<file path="src/rtl/fifo_stream_pkg.sv">
// Shared definitions for the FIFO-pop-to-stream slice: width defaults and
// the skid buffer state encoding.
package fifo_stream_pkg;

  localparam int DEF_DATA_W = 8;
  localparam int DEF_CNT_W  = 16;

  typedef enum logic [1:0] {
    EMPTY = 2'd0,
    ONE   = 2'd1,
    TWO   = 2'd2
  } skid_state_t;

endpackage

</file>
<file path="src/rtl/fifo_pop_stream_if.sv">
// Handshake bundle between the upstream FIFO, the pop/stream block and the
// downstream consumer. master = the fifo_pop_stream block.
// Optional: FIFO_POP_STREAM_PARITY_EN adds out_par (XOR parity of out_data).
interface fifo_pop_stream_if #(
  parameter int DATA_W = fifo_stream_pkg::DEF_DATA_W
);

  logic              fifo_empty;
  logic              fifo_rd_en;
  logic [DATA_W-1:0] fifo_dout;
  logic              out_valid;
  logic              out_ready;
  logic [DATA_W-1:0] out_data;

`ifdef FIFO_POP_STREAM_PARITY_EN
  logic              out_par;

  modport master (
    input  fifo_empty, fifo_dout, out_ready,
    output fifo_rd_en, out_valid, out_data, out_par
  );

  modport slave (
    output fifo_empty, fifo_dout, out_ready,
    input  fifo_rd_en, out_valid, out_data, out_par
  );
`else
  modport master (
    input  fifo_empty, fifo_dout, out_ready,
    output fifo_rd_en, out_valid, out_data
  );

  modport slave (
    output fifo_empty, fifo_dout, out_ready,
    input  fifo_rd_en, out_valid, out_data
  );
`endif

endinterface

</file>
<file path="src/rtl/fifo_pop_skid.sv">
// Two-entry skid buffer: push captures returning FIFO data, pop hands the
// head entry to the stream. Head is always the oldest entry.
module fifo_pop_skid
  import fifo_stream_pkg::*;
#(
  parameter int DATA_W = DEF_DATA_W
) (
  input  logic              clk,
  input  logic              rst,
  input  logic              i_push,
  input  logic [DATA_W-1:0] i_push_data,
  input  logic              i_pop,
  input  logic              i_flush,
  output logic              o_valid,
  output logic [1:0]        o_level,
  output logic [DATA_W-1:0] o_head
);

  skid_state_t       r_state;
  logic [DATA_W-1:0] r_head;
  logic [DATA_W-1:0] r_tail;
  logic [1:0]        r_level;
  logic              r_valid;

  // Buffer FSM with registered level/valid/head outputs.
  always_ff @(posedge clk or negedge rst) begin
    if (!rst) begin
      r_state <= EMPTY;
      r_head  <= '0;
      r_tail  <= '0;
      r_level <= 2'd0;
      r_valid <= 1'b0;
    end else if (i_flush) begin
      r_state <= EMPTY;
      r_level <= 2'd0;
      r_valid <= 1'b0;
    end else begin
      case (r_state)
        EMPTY: begin
          if (i_push) begin
            r_head  <= i_push_data;
            r_state <= ONE;
            r_level <= 2'd1;
            r_valid <= 1'b1;
          end
        end
        ONE: begin
          if (i_push && !i_pop) begin
            r_tail  <= i_push_data;
            r_state <= TWO;
            r_level <= 2'd2;
          end else if (i_push && i_pop) begin
            r_head <= i_push_data;
          end else if (i_pop) begin
            r_state <= EMPTY;
            r_level <= 2'd0;
            r_valid <= 1'b0;
          end
        end
        TWO: begin
          if (i_pop) begin
            r_head <= r_tail;
            if (i_push) begin
              r_tail <= i_push_data;
            end else begin
              r_state <= ONE;
              r_level <= 2'd1;
            end
          end
        end
        default: begin
          r_state <= EMPTY;
          r_level <= 2'd0;
          r_valid <= 1'b0;
        end
      endcase
    end
  end

  assign o_valid = r_valid;
  assign o_level = r_level;
  assign o_head  = r_head;

endmodule

</file>
<file path="src/rtl/fifo_pop_stream.sv">
// Converts a registered-read synchronous FIFO into a valid/ready stream.
// Pop control tracks the one in-flight read so the 2-entry skid buffer can
// never overflow, giving one beat per cycle under continuous ready.
// Optional: FIFO_POP_STREAM_PARITY_EN adds bus.out_par.
module fifo_pop_stream
  import fifo_stream_pkg::*;
#(
  parameter int DATA_W = DEF_DATA_W,
  parameter int CNT_W  = DEF_CNT_W
) (
  input  logic             clk,
  input  logic             rst,
  input  logic             flush,
  fifo_pop_stream_if.master bus,
  output logic [1:0]       level,
  output logic [CNT_W-1:0] beat_cnt
);

  logic              r_inflight;
  logic [CNT_W-1:0]  r_beat_cnt;
  logic              w_valid;
  logic [1:0]        w_level;
  logic [DATA_W-1:0] w_head;
  logic              w_transfer;
  logic              w_capture;
  logic              w_rd_en;
  logic [2:0]        w_occ;

  assign w_transfer = w_valid & bus.out_ready & ~flush;
  assign w_capture  = r_inflight & ~flush;
  assign w_occ      = {1'b0, w_level} + {2'b00, r_inflight};
  // level + inflight - transfer < 2, rearranged to avoid going negative;
  // rst gating keeps the pop request low during asynchronous reset.
  assign w_rd_en    = rst & ~bus.fifo_empty & ~flush &
                      (w_occ < (3'd2 + {2'b00, w_transfer}));

  // In-flight flag: set by each pop, data captured the following cycle.
  always_ff @(posedge clk or negedge rst) begin
    if (!rst) begin
      r_inflight <= 1'b0;
    end else begin
      r_inflight <= w_rd_en;
    end
  end

  // Delivered-beat counter, wraps naturally.
  always_ff @(posedge clk or negedge rst) begin
    if (!rst) begin
      r_beat_cnt <= '0;
    end else if (w_transfer) begin
      r_beat_cnt <= r_beat_cnt + CNT_W'(1);
    end
  end

  fifo_pop_skid #(
    .DATA_W (DATA_W)
  ) u_skid (
    .clk         (clk),
    .rst         (rst),
    .i_push      (w_capture),
    .i_push_data (bus.fifo_dout),
    .i_pop       (w_transfer),
    .i_flush     (flush),
    .o_valid     (w_valid),
    .o_level     (w_level),
    .o_head      (w_head)
  );

  assign bus.fifo_rd_en = w_rd_en;
  assign bus.out_valid  = w_valid;
  assign bus.out_data   = w_head;
  assign level          = w_level;
  assign beat_cnt       = r_beat_cnt;

`ifdef FIFO_POP_STREAM_PARITY_EN
  assign bus.out_par = ^w_head;
`endif

endmodule

</file>
<file path="src/flat_wrapper.sv">
// flat-port wrapper written by rule: the top's interface ports become plain ports
module fifo_pop_stream_flat import fifo_stream_pkg::*;
#(
  parameter int DATA_W = DEF_DATA_W,
  parameter int CNT_W  = DEF_CNT_W
)
  (clk, rst, flush, level, beat_cnt, bus_fifo_empty, bus_fifo_dout, bus_out_ready, bus_fifo_rd_en, bus_out_valid, bus_out_data);
  fifo_pop_stream_if #(.DATA_W(DATA_W)) bus_i ();
  input  logic clk;
  input  logic rst;
  input  logic flush;
  output logic [1:0] level;
  output logic [CNT_W-1:0] beat_cnt;
  input wire logic [$bits(bus_i.fifo_empty)-1:0] bus_fifo_empty;
  input wire logic [$bits(bus_i.fifo_dout)-1:0] bus_fifo_dout;
  input wire logic [$bits(bus_i.out_ready)-1:0] bus_out_ready;
  output wire logic [$bits(bus_i.fifo_rd_en)-1:0] bus_fifo_rd_en;
  output wire logic [$bits(bus_i.out_valid)-1:0] bus_out_valid;
  output wire logic [$bits(bus_i.out_data)-1:0] bus_out_data;
  assign bus_i.fifo_empty = bus_fifo_empty;
  assign bus_i.fifo_dout = bus_fifo_dout;
  assign bus_i.out_ready = bus_out_ready;
  assign bus_fifo_rd_en = bus_i.fifo_rd_en;
  assign bus_out_valid = bus_i.out_valid;
  assign bus_out_data = bus_i.out_data;
  fifo_pop_stream #(.DATA_W(DATA_W), .CNT_W(CNT_W)) u_core (.clk(clk), .rst(rst), .flush(flush), .bus(bus_i), .level(level), .beat_cnt(beat_cnt));
endmodule
</file>
<file path="config.mk">
export PLATFORM = sky130hd
export DESIGN_NAME = fifo_pop_stream_flat
export DESIGN_NICKNAME = d
export VERILOG_FILES = /design/src/rtl/fifo_stream_pkg.sv /design/src/rtl/fifo_pop_stream_if.sv /design/src/rtl/fifo_pop_skid.sv /design/src/rtl/fifo_pop_stream.sv /design/src/flat_wrapper.sv
export SDC_FILE = /design/constraint.sdc
export NUM_CORES = 1
export LEC_CHECK = 0
export BUFFER_PORTS_ARGS = -buffer_cell sky130_fd_sc_hd__buf_2
export CAP_MARGIN = 20
export CORE_ASPECT_RATIO = 0.6
export CORE_MARGIN = 2
export CORE_UTILIZATION = 52
export CTS_CLUSTER_DIAMETER = 30
export DETAILED_ROUTE_END_ITERATION = 8
export GPL_TIMING_DRIVEN = 0
export PLACE_DENSITY = 0.78
export SYNTH_ARGS = -nofsm -noshare
export SYNTH_HDL_FRONTEND = slang
export SYNTH_HIERARCHICAL = 1
export SYNTH_SLANG_ARGS = --single-unit
</file>
<file path="constraint.sdc">
create_clock -name clk -period 2.2 [get_ports clk]
set_clock_uncertainty 0.05 [all_clocks]
set_input_delay 0 -clock clk [delete_from_list [all_inputs] [get_ports clk]]
set_output_delay 0 -clock clk [all_outputs]
set_load 0.05 [all_outputs]
</file>
[Word level (Yosys, flattened, before mapping)]
Cells that the tools add are included.
Storage, ports and cells
  bits in registers: 36
  output and inout bits: 28
  logic and storage cells: 67
Cells by class
  multiplexer cells: 22
  reductions and logical operators: 10
  bitwise logic cells: 8
  magnitude comparators: 1
  eq/ne operators: 17
  $add $sub $neg: 3
Operator list (count)
  8-bit 2-to-1 mux: 6
  8-bit case mux with 3 select lines: 1
  3-bit inequality test (second input constant): 6
  16-bit by 1-bit adder with 16-bit output (second input constant): 1
  8-bit case mux with 2 select lines: 1
  5-bit AND reduction: 3
  2-bit 2-to-1 mux: 7
  2-bit inequality test (second input constant): 7
  4-bit inequality test (second input constant): 2
  1-bit bitwise AND: 6
  2-bit case mux with 3 select lines: 1
  6-bit AND reduction: 1
  1-bit 2-to-1 mux: 5
  2-bit by 1-bit adder with 3-bit output: 1
  2-bit by 1-bit adder with 3-bit output (first input constant): 1
  3-bit less-than comparator: 1
  1-bit case mux with 3 select lines: 1
  3-bit nonzero test: 1
  2-bit by 1-bit equality test with 1-bit output (second input constant): 1
  2-bit equality test (second input constant): 1
  1-bit logical AND: 2
  2-bit zero test: 1
  1-bit inverter: 2
  2-bit nonzero test: 1
  1-bit zero test: 1

[Depth between registers and ports, before layout]
  depth after elaboration: 7
  depth in mapped cells: 7
  gate-level depth less buffers: 6

[Modules after synthesis]
Netlist, hierarchy kept.
By module, submodules not included
  fifo_pop_skid: instances 1, sequential area each 475.5 sq um, area an instance 915.9 sq um, cells an instance 63
  fifo_pop_stream: instances 1, sequential area each 425.4 sq um, area an instance 813.3 sq um, cells an instance 69

[Worst setup path after synthesis]
No wires, ideal clock.
  path kind: register -> register
  start: register u_core.u_skid.r_valid (netlist: u_core/u_skid/o_valid)
  end: register u_core.u_skid.r_tail[0]
  setup slack: 0.123 ns
  clock period less this slack: 2.077 ns
  data arrival time: 1.902 ns
  data required time: 2.025 ns
  cell stages (with the launch flop): 8
  library setup time: 0.125 ns
  cell sequence: dfrtp_1 nand3b_4 inv_4 nor3b_1 a21oi_1 or3b_1 buf_6 mux2_4
Between the ends
  longest elaborated chain between the ends: 6
  elaborated cells on any way between the ends: 7
  classes of those cells: 2 x eq/ne; 2 x bitwise; 3 x reduce/logical
RTL lines
  from (decl): line fifo_pop_skid.sv:23  | logic r_valid;
  from (signal assigned): line fifo_pop_skid.sv:32  | r_valid <= 1'b0;
  from (signal assigned): line fifo_pop_skid.sv:36  | r_valid <= 1'b0;
  from (signal assigned): line fifo_pop_skid.sv:44  | r_valid <= 1'b1;
  1-bit bitwise AND (*) (2 in a row): line fifo_pop_stream.sv:29  | assign w_transfer = w_valid & bus.out_ready & ~flush;
  named net u_core.w_transfer: line fifo_pop_stream.sv:24  | logic w_transfer;
  1-bit zero test: line fifo_pop_skid.sv:48  | if (i_push && !i_pop) begin
  1-bit logical AND: line fifo_pop_skid.sv:48
  2-bit inequality test (no source line)
  5-bit AND reduction (no source line) (*)
  to (signal assigned): line fifo_pop_skid.sv:49  | r_tail <= i_push_data;
  to (signal assigned): line fifo_pop_skid.sv:64  | r_tail <= i_push_data;
  to (decl): line fifo_pop_skid.sv:21  | logic [DATA_W-1:0] r_tail;
Mark *: on every way through the listed nets, which the timed path passes. The rest lies on a longest branch.
A chain may end at the register's enable or synchronous reset.

[Worst setup path after layout]
  start: input port flush
  end: register u_core.u_skid.r_tail[5]
Between the ends
  longest elaborated chain between the ends: 6
  elaborated cells on any way between the ends: 9
  classes of those cells: 3 x eq/ne; 3 x bitwise; 3 x reduce/logical
RTL lines
  from (decl): line flat_wrapper.sv:11  | input logic flush;
  1-bit inverter (no source line) (*)
  1-bit bitwise AND (*): line fifo_pop_stream.sv:29
  named net u_core.w_transfer: line fifo_pop_stream.sv:24
  1-bit zero test: line fifo_pop_skid.sv:48
  1-bit logical AND: line fifo_pop_skid.sv:48
  2-bit inequality test (no source line)
  5-bit AND reduction (no source line) (*)
Marked as above.

==> impl_results.md <==
* Area grow syn2layout at 25.8%
* Number of synthesized register bits at 36
* Worst vdd ir at 0.387 mV
* # rows at 16
* Crit end category: register
* Setup bufs post-CTS at 0
* Critical path cell sequence: dlygate4sd3_1 -> buf_2 -> nand3b_4 -> inv_4 -> nor3b_1 -> a21oi_1 -> or3b_1 -> buf_6 -> mux2_4
* Reg clk slew, reported paths at 70 ps
* Power density cells at 810 mW/mm²
* DRT Pass-1 Iters at 5
* Vias in the first global route at 1269
* Initial antenna violation count at 0
* Seq/Total Area, Yosys at 52.1%
* Dpl hpwl at 2540 µm
* GR Overflow Total at 0
* Pleak at 1.11 nW
* Cell area after synthesis at 0.00173 mm²
* Initial drt markers at 52
* Fin nets at 205
* Leading cell type in the layout, fill and taps excluded: buf_2
* Synth async-reset ratio at 100%
* Die Y at 48.7 µm
* Max incr delay on CP at 520 ps
* Clock Path Buffers at 2
* Crit path max-delay cell type: dlygate4sd3_1
* Critical path's top delay family: buffers and inverters
* Minimum clock period at 2000 ps
* Placer Congestion at 0.794
* CTS tree: done
* Number of flops mapped to enable cells by yosys at 0
* Post-CTS Hold Buffers at 10
* Worst-Margin Slew at 812 ps
* GRT Resource Usage Total at 20.4%
* Status: complete, no violations
* Largest net degree at the start of global routing at 38
* CP required at 2310 ps
* H-tree Lvls at 2
* CTS buffer count at 5
* Yosys top cell by area: dfrtp_1
* Share of layout cells above drive strength 1 at 44.7%
* Most frequent cells in the layout: buf_2, dfrtp_1, mux2_2, xnor2_1, dlygate4sd3_1
* Routed WL per cell at 15.4 µm
* Synthesized net count at 148
* CP Data Arrival Time at 2110 ps
* Final Max Slew Viols at 0
* Ant diodes at 0
* Final WS setup at 200 ps
* Critical path class: in2reg
* First-pass GRT wire length at 5990 µm
* Detailed Route WL at 3620 µm
* Die area at 0.00382 mm²
* Synthesized area per cell at 13.1 µm²
* Ys flop type: dfrtp_1
* Final setup fails at 0
* Clock sinks at 36
* Drt drc at 0
* CTS resizes at 0
* Number of max-cap violations at 0
* CP startpoint kind: input port
* Root Buffer: clkbuf_8
* Starting Density at 53.6%
* Worst Hold Class: in2reg
* Final hold violations at 0
* Vias at 1242
* Critical path peak fanout at 10
* Die width at 78.4 µm
* Achievable Freq at 0.500 GHz
* IO Port Bufs at 40
* Io pins at 41
* Crit share post-route at 90.9%
* Routed Antenna Nets at 0
* Vias per cell at 5.29
* RSZ-0062 raised after global routing: false
* Core area at 0.00322 mm²
* Mapped Cells at 132
* Worst hold slack at 20.0 ps
* Number of buffers and inverters on the critical path at 4
* Synth unique cells at 34
* Setup_tns at 0 ps
* Rel. slew slack at 45.9%
* Yosys warnings at 6
* Synth top area share at 52.1%
* Worst-Skew Late Latency at 280 ps
* Place WS at 281 ps
* Top post-synthesis cells by area: dfrtp_1, mux2_2, mux2_4, xnor2_1, ha_1
==> per-stage QoR <==
| step | utilization [%] | std cells | cell area (µm²) | power, mW |
|---|---|---|---|---|
| final | 67.5 | 235 | 2180 | 1.76 |
| after detailed placement | 61.6 | 217 | 1990 | 1.28 |
| after floorplan | - | 132 | 1730 | 1.15 |
| after global placement | 61.6 | 217 | 1990 | 1.26 |
| after global routing | 67.5 | 235 | 2180 | 1.84 |
| after CTS | 67.5 | 235 | 2180 | 1.77 |
==> sequential cells by signal, indices dropped and copies added, names as in the netlist <==
register and count:
u_core/beat_cnt 16, u_core/r_inflight 1, u_core/u_skid/o_head 8, u_core/u_skid/o_level 2, u_core/u_skid/o_valid 1, u_core/u_skid/r_tail 8
==> metal layers <==
| layer | wire length [µm] | vias up | global-route usage (%) |
|---|---|---|---|
| met5 | 0 | - | 0 |
| met3 | 167 | 12 | 4.66 |
| li1 | - | 576 | - |
| met1 | 1640 | 612 | 26.1 |
| met2 | 1740 | 42 | 34.1 |
| met4 | 70 | 0 | 7.89 |
==> final cells by class <==
class                   count  area [µm²]
repair buffers             50         300
well taps                  45        56.3
clock buffers               8        90.1
fillers                   248        1050
inverters                   2        10.0
flip-flops and latches     36         901
plain buffers               3        27.5
multi-input cells          91         791
==> synthesized netlist by cell type, types with 3 or more instances <==
library cell / n
dfrtp_1: 36
mux2_2: 16
xnor2_1: 13
mux2_4: 8
nand2_1: 8
nand3_1: 5
nand4_1: 4
a21oi_1: 3
ha_1: 3
xor2_1: 3
==> worst min-delay path: stages <==
cell and delay (ps):
buf_2 110, nand3b_4 120, xnor2_1 80
==> final timing paths <==
check / to / slack (ps) / cells after the start / start
min reg2reg: u_core/beat_cnt[15] / 420 / 1 / u_core/beat_cnt[15]
min: u_core/beat_cnt[0] / 20 / 3 / bus_out_ready
max in group asynchronous: u_core/u_skid/o_head[3] / 1260 / 2 / rst
min in group asynchronous: u_core/beat_cnt[2] / 320 / 2 / rst
max: u_core/u_skid/r_tail[5] / 200 / 9 / flush
max reg2reg: u_core/u_skid/r_tail[5] / 270 / 7 / u_core/u_skid/o_valid
==> power breakdown <==
part	switching (mW)	internal [mW]	total, mW
Combinational	0.337	0.140	0.477
Clock	0.223	0.255	0.479
Sequential	0.0695	0.736	0.806
==> logic make-up (layout without fill, tap and decap cells) <==
family	Yosys count	in the layout	share of synthesized area, %
buffers and inverters	5	63	2.17
AO/OA/AOI/OAI	8	8	2.82
AND/OR/NAND/NOR	40	40	15.3
flip-flops	36	36	52.1
XOR/XNOR	16	16	8.10
multiplexers	24	24	17.4
adder cells (fa/ha/maj)	3	3	2.17
Note: power is estimated with default switching activity, not from simulation.
